[config.mk]
export PLATFORM = sky130hd
export DESIGN_NAME = run_detector
export DESIGN_NICKNAME = d
export VERILOG_FILES = /design/src/rtl/run_detector.sv
export SDC_FILE = /design/constraint.sdc
export NUM_CORES = 1
export LEC_CHECK = 0
export BUFFER_PORTS_ARGS = -buffer_cell sky130_fd_sc_hd__buf_2
export CORE_AREA = 2 2 39 41
export DETAILED_ROUTE_END_ITERATION = 10
export DIE_AREA = 0 0 41 43
export GPL_TIMING_DRIVEN = 0
export PLACE_DENSITY_LB_ADDON = 0.08
export SETUP_SLACK_MARGIN = 0.02
export SLEW_MARGIN = 15
export SYNTH_ARGS = -nofsm -noshare
export SYNTH_HDL_FRONTEND = slang
export SYNTH_SLANG_ARGS = --single-unit
[constraint.sdc]
create_clock -name clk -period 1.7 [get_ports clk]
set_clock_uncertainty 0.2 [all_clocks]
set_input_delay 0.085 -clock clk [delete_from_list [all_inputs] [get_ports clk]]
set_output_delay 0.085 -clock clk [all_outputs]
set_load 0.02 [all_outputs]
[src/rtl/run_detector.sv]
// run_detector: parametrised Moore detector for RUN_LEN consecutive qualified ones on w.
// Optional hit counter / sticky overflow flag built only when RUN_DETECTOR_HITCNT_EN is
// defined; otherwise hit_cnt and hit_ovf are tied to zero.
module run_detector #(
  parameter int unsigned RUN_LEN = 3,
  parameter int unsigned CNT_W   = 8,
  localparam int unsigned RunW   = $clog2(RUN_LEN + 1)
) (
  input  logic             clk,
  input  logic             rst,
  input  logic             en,
  input  logic             w,
  input  logic             overlap,
  input  logic             clr,
  output logic             z,
  output logic [RunW-1:0]  run_cnt,
  output logic [CNT_W-1:0] hit_cnt,
  output logic             hit_ovf
);

  typedef enum logic [1:0] {
    StIdle = 2'd0,
    StRun  = 2'd1,
    StHit  = 2'd2
  } state_e;

  localparam logic [RunW-1:0] RunMax  = RunW'(RUN_LEN);
  localparam logic [RunW-1:0] RunLast = RunW'(RUN_LEN - 1);
  localparam logic [RunW-1:0] RunOne  = RunW'(1);

  state_e          state_q;
  logic [RunW-1:0] run_q;
  logic            z_q;

  // FSM: state, run length and registered z (z_q mirrors state_q == StHit)
  always_ff @(posedge clk or negedge rst) begin
    if (!rst) begin
      state_q <= StIdle;
      run_q   <= '0;
      z_q     <= 1'b0;
    end else if (clr) begin
      state_q <= StIdle;
      run_q   <= '0;
      z_q     <= 1'b0;
    end else if (!en) begin
      // Hold, but still recover from an illegal encoding
      if (state_q != StIdle && state_q != StRun && state_q != StHit) begin
        state_q <= StIdle;
        run_q   <= '0;
        z_q     <= 1'b0;
      end
    end else if (!w) begin
      state_q <= StIdle;
      run_q   <= '0;
      z_q     <= 1'b0;
    end else begin
      case (state_q)
        StIdle: begin
          state_q <= StRun;
          run_q   <= RunOne;
          z_q     <= 1'b0;
        end
        StRun: begin
          if (run_q == RunLast) begin
            state_q <= StHit;
            run_q   <= RunMax;
            z_q     <= 1'b1;
          end else begin
            run_q   <= run_q + RunOne;
            z_q     <= 1'b0;
          end
        end
        StHit: begin
          if (overlap) begin
            z_q <= 1'b1;
          end else begin
            // Current one starts a fresh run
            state_q <= StRun;
            run_q   <= RunOne;
            z_q     <= 1'b0;
          end
        end
        default: begin
          state_q <= StIdle;
          run_q   <= '0;
          z_q     <= 1'b0;
        end
      endcase
    end
  end

  assign z       = z_q;
  assign run_cnt = run_q;

`ifdef RUN_DETECTOR_HITCNT_EN
  logic             hit_evt;
  logic [CNT_W-1:0] hit_cnt_q;
  logic             hit_ovf_q;

  // A hit is any qualified edge whose next state is HIT
  always_comb begin
    hit_evt = 1'b0;
    if (!clr && en && w) begin
      hit_evt = (state_q == StRun && run_q == RunLast) || (state_q == StHit && overlap);
    end
  end

  // Saturating hit counter with sticky overflow
  always_ff @(posedge clk or negedge rst) begin
    if (!rst) begin
      hit_cnt_q <= '0;
      hit_ovf_q <= 1'b0;
    end else if (clr) begin
      hit_cnt_q <= '0;
      hit_ovf_q <= 1'b0;
    end else if (hit_evt) begin
      if (&hit_cnt_q) begin
        hit_ovf_q <= 1'b1;
      end else begin
        hit_cnt_q <= hit_cnt_q + CNT_W'(1);
      end
    end
  end

  assign hit_cnt = hit_cnt_q;
  assign hit_ovf = hit_ovf_q;
`else
  assign hit_cnt = '0;
  assign hit_ovf = 1'b0;
`endif

endmodule

* Word-level counts from Yosys, hierarchy flattened *
Index checks and enable logic that the tools add are counted.

operators by class
  add/subtract/negate cells = 1
  equal/unequal tests = 7
  muxes and demuxes = 19
  reduce and logical (&&, ||, !) cells = 7

operator list
  operator                                                         count
  2-bit two-way mux                                                10
  2-bit one-hot mux with 3 select lines                            2
  5-bit != test, second input constant                             2
  1-bit two-way mux                                                6
  2-bit == test, second input constant                             2
  3-bit AND reduction                                              1
  3-bit nonzero test                                               1
  2-bit by 1-bit adder with 2-bit output, second input constant    1
  2-bit by 1-bit == test with 1-bit output, second input constant  1
  1-bit logical AND                                                2
  2-bit zero test                                                  1
  2-bit by 1-bit != test with 1-bit output, second input constant  1
  2-bit != test, second input constant                             1
  1-bit one-hot mux with 2 select lines                            1
  2-bit AND reduction                                              1
  2-bit nonzero test                                               1

word-level totals
  register bits = 5
  input port bits = 6
  output and inout port bits = 12
  logic and storage cells = 37

* Longest topological paths before layout *
  word-level depth = 6
  gate-level depth with buffers = 5
  depth with buffers taken out = 5

* Worst setup path before layout *
No wires, ideal clock.

  kind = reg2reg
  start point = register run_q[0], in the netlist run_cnt[0]
  end point = register run_q[0], in the netlist run_cnt[0]
  library setup time = 0.122 ns
  arrival time = 1.379 ns
  data required time = 1.378 ns
  slack = 0.000 ns
  stages on the path, launching flop included = 6
  path buffers = 0
  clock period less this slack = 1.700 ns
  cell sequence = dfrtp_1 inv_1 ha_1 nand2b_1 a211o_1 a32o_1

between the ends
  word-level cells in the longest chain between the ends = 6
  elaborated cells between the ends (all ways) = 7
  classes of those cells = add/sub: 1; eq/ne: 1; mux: 5

RTL lines
  element                                                                         line    text
  from (decl)                                                                     32      logic [RunW-1:0] run_q;
  from (signal assigned)                                                          60      run_q <= RunOne;
  from (signal assigned)                                                          66      run_q <= RunMax;
  from (signal assigned)                                                          69      run_q <= run_q + RunOne;
  2-bit by 1-bit adder with 2-bit output / 2-bit == test (equally long branches)  69, 64
  2-bit two-way mux (*)                                                           64      if (run_q == RunLast) begin
  2-bit one-hot mux with 3 select lines (*)                                       57      case (state_q)
  2-bit two-way mux (*)                                                           52      end else if (!w) begin
  2-bit two-way mux (*)                                                           45      end else if (!en) begin
  2-bit two-way mux (*)                                                           41      end else if (clr) begin

Mark *: on every way between the ends. The rest lies on a longest branch, timed or not.
A chain may end at the register's enable or synchronous reset.

* Final worst setup path *
  start point = register state_q[0]
  end point = register run_q[0], in the netlist run_cnt[0]

between the ends
  word-level cells in the longest chain between the ends = 5
  elaborated cells between the ends (all ways) = 15
  classes of those cells = eq/ne: 5; mux: 4; reduce/logical: 6

RTL lines
  element                                                                            line    text
  from (decl)                                                                        31      state_e state_q;
  from (signal assigned)                                                             38      state_q <= StIdle;
  from (signal assigned)                                                             42      state_q <= StIdle;
  from (signal assigned)                                                             48      state_q <= StIdle;
  2-bit == test, or another cell as far along                                        57
  2-bit one-hot mux with 3 select lines / 1-bit logical AND (equally long branches)  57, 47
  2-bit two-way mux / 1-bit logical AND (equally long branches)                      52, 47
  2-bit two-way mux / 3-bit nonzero test (equally long branches)                     --
  2-bit two-way mux / 2-bit AND reduction (equally long branches)                    --

Several ways; a longest one is shown, not always the timed one.

==> impl_results.md <==
- ANT cells: 0
- FF+latch count, synth: 5
- Setup Viol. Count Final: 0
- Die Width: 41 microns
- Share of cells above drive strength 1: 36.8%
- First-pass GRT wire length: 1.52 mm
- WP data arrival: around 1.6 ns
- Register Area: 126 sq um
- Number of port buffers: 8
- YS warnings: 0
- Sw Share: 28.2%
- NetSw: 101 uW
- Critical Path Fanout Max: 5
- CP startpoint kind: register
- CP top delay family: compound AO/OA/AOI/OAI gates
- Die H: 43 microns
- CTS tree: done
- Clock sink total: 5
- Vias per cell: 4.33
- CP Class: reg2reg
- CP max stage delay: 0.36 ns
- Clk root buf: clkbuf_4
- Post-synth top area share: 27.2%
- Power Internal: 256 uW
- Tcrit/Tclk final: 95.4%
- Hold crit path type: in2reg
- Fin. max-slew vios: 0
- Peak VDD IR: 320 uV
- Sequential share of power: a little over a third
- Worst-path clk slew: 0.04 ns
- Most common cell after layout, fill and taps aside: buf_4
- Crit path time final: ~1.6 ns
- Post-DP HPWL: between 700 and 800 microns
- Layout area overhead: 42.4%
- Drt pass-1 iters: 2
- Final WL: 931 microns
- Longest Clk Path Bufs: 2
- Area contributors post-synth: dfrtp_1 (27%), ha_1 (16%), buf_4 (15%), mux2i_1 (4.3%), nand2b_1 (4.1%)
- Post-DR wirelength/cell: 10.1 microns
- DRT iter0 DRCs: 3
- Pwr/cell area: 544 mW/mm^2
- Syn_area_per_cell: between 9 and 10 sq um
- Core Area: 0.00138 sq mm
- Final instance area: around 660 sq um
- Fill cells: 154
- Number of global-route vias before repair: between 300 and 400
- Synth unique cells: 22
- Initial Util: 33.3%
- Placed cell count: 82
- Unrepaired setup endpoints after global routing: yes
- Sum of negative setup slack: 0 ns
- Multi-input gate area: just over 300 sq um
- Initial antenna violation count: 0
- Clock share of power: 37.9%
- Clk_lat worst skew: 0.24 ns
- Bufs and invs on worst path: 1
- Row count: 14
- Routability cong.: 0.728
- CP max-delay cell: dfrtp_1
- Total grt overflow: 0
- Most frequent cells in the layout: buf_4 (10), conb_1 (9), buf_2 (8), dlygate4sd3_1 (5)
- Largest net degree at the start of global routing: 7
- Critical Path, Cell by Cell: inv_1 > ha_2 > and2_1 > a31o_1 > a32o_1
- Max Freq: about 600 MHz
- P_leak: around 0.34 nW
- CTS Buf Count: 3
- CP endpoint kind: register
- Via Count: 398
- GRT Overall Usage: 12.9%
- Synth area leader: dfrtp_1
- Die area: 0.00176 sq mm
- Final non-filler cell total: 92
- Status: finished, final reports clean
- Mapped Cells: 50
- Logic gate share of total power: between 20% and 30%
- Layout Nets: 89
- H-tree depth: 1
- Placed inst area: roughly 550 sq um
- Post-synthesis sequential area ratio: around 27%
- # IOs: 18
- DRT antenna net count: 0
- Final hold vios: 0
- Post-Syn Area: about 460 sq um
- DR DRC count: 0
- Required time worst endpoint: 1.62 ns
- Max-cap viol count: 0
- Fin util: 47.4%
[layout make-up]
cell class	count	area share [%]
repair buffers	14	14.9
multi-input cells	40	46.2
plain buffers	9	10.3
well taps	16	3.05
inverters	4	2.29
flip-flops and latches	5	19.3
clock buffers	4	4.01
[metal layers]
metal  wire, microns  global-route usage [%]  vias up  share of wire [%]
li1                -                       -      211                  -
met1             388                    15.2      178                 42
met2             496                    19.4        9                 53
met3              46                    3.66        0                4.9
met4               0                    8.00        0                  0
met5               0                       0        -                  0
[state kept, by name, indices dropped and copies added (netlist names)]
| signal | cells |
|---|---|
| run_cnt | 2 |
| state_q | 2 |
| z | 1 |
[synth_stat cells]
cell type / number
o41ai_1: 2
o211a_1: 1
o2111ai_1: 1
inv_1: 4
nand3_1: 1
conb_1: 1
mux2i_1: 2
buf_4: 9
dfrtp_1: 5
nand2_2: 1
a31o_1: 1
a22o_1: 1
a211o_1: 1
and2_1: 1
a32o_1: 1
nor2_1: 4
ha_1: 6
nand2b_1: 3
nand4_1: 2
nand2_1: 1
a21oi_1: 1
and3b_1: 1
[timing repair]
action                                 4_1_cts  5_1_grt
endpoints found under the hold margin        8        0
setup buffers                                1        0
hold buffers                                 5        0
gates cloned                                 0        0
gates resized for setup                      0        5
setup endpoints to repair                    1        4
[path summary, 6_finish.rpt]
path	start	endpoint	slack, ns	cells after the start
max	state_q[0]	run_cnt[0]	0.08	5
min	overlap	state_q[1]	0.04	4
max reg2reg	state_q[0]	run_cnt[0]	0.08	5
min reg2reg	z	z	0.34	2
max in group asynchronous	rst	run_cnt[0]	0.56	3
min in group asynchronous	rst	run_cnt[1]	0.54	3
[cells by family (layout without fill, tap and decap cells)]
logic type	count (synthesis)	in the layout	share of synthesized area, %
adders and majority gates	6	6	16.3
buffers and inverters	13	31	17.9
AOI/OAI and AO/OA	9	9	16.8
other	1	9	0.814
DFF	5	5	27.2
and+or+nand+nor	14	14	16.6
muxes	2	2	4.35
[tightest hold or removal path, delay by kind of cell]
kind,cells,cell delay (ns)
AO/OA/AOI/OAI,1,0.07
buffers and inverters,1,0.10
AND/OR/NAND/NOR,2,0.17
[through the flow]
| step | worst slack [ns] | power (mW) | hold WS [ns] |
|---|---|---|---|
| finish | 0.0779 | 0.356 | 0.0375 |
| global route | -0.00144 | 0.393 | 0.0324 |
| CTS | 0.0319 | 0.357 | 0.0173 |
| detailed placement | -0.00402 | 0.208 | -0.298 |
| global placement | -0.0536 | 0.209 | -0.299 |
| floorplan | 0.0609 | 0.188 | -0.411 |
[power by group through the flow]
| stage | combinational, mW | sequential (mW) | clock [mW] |
|---|---|---|---|
| 6_report | 0.0954 | 0.126 | 0.135 |
| 5_1_grt | 0.106 | 0.126 | 0.161 |
| 4_1_cts | 0.0914 | 0.126 | 0.139 |
| 3_5_place_dp | 0.0799 | 0.128 | 0 |
| 3_3_place_gp | 0.0806 | 0.128 | 0 |
| 2_1_floorplan | 0.0583 | 0.130 | 0 |
Power figures use the tool's default switching activity.
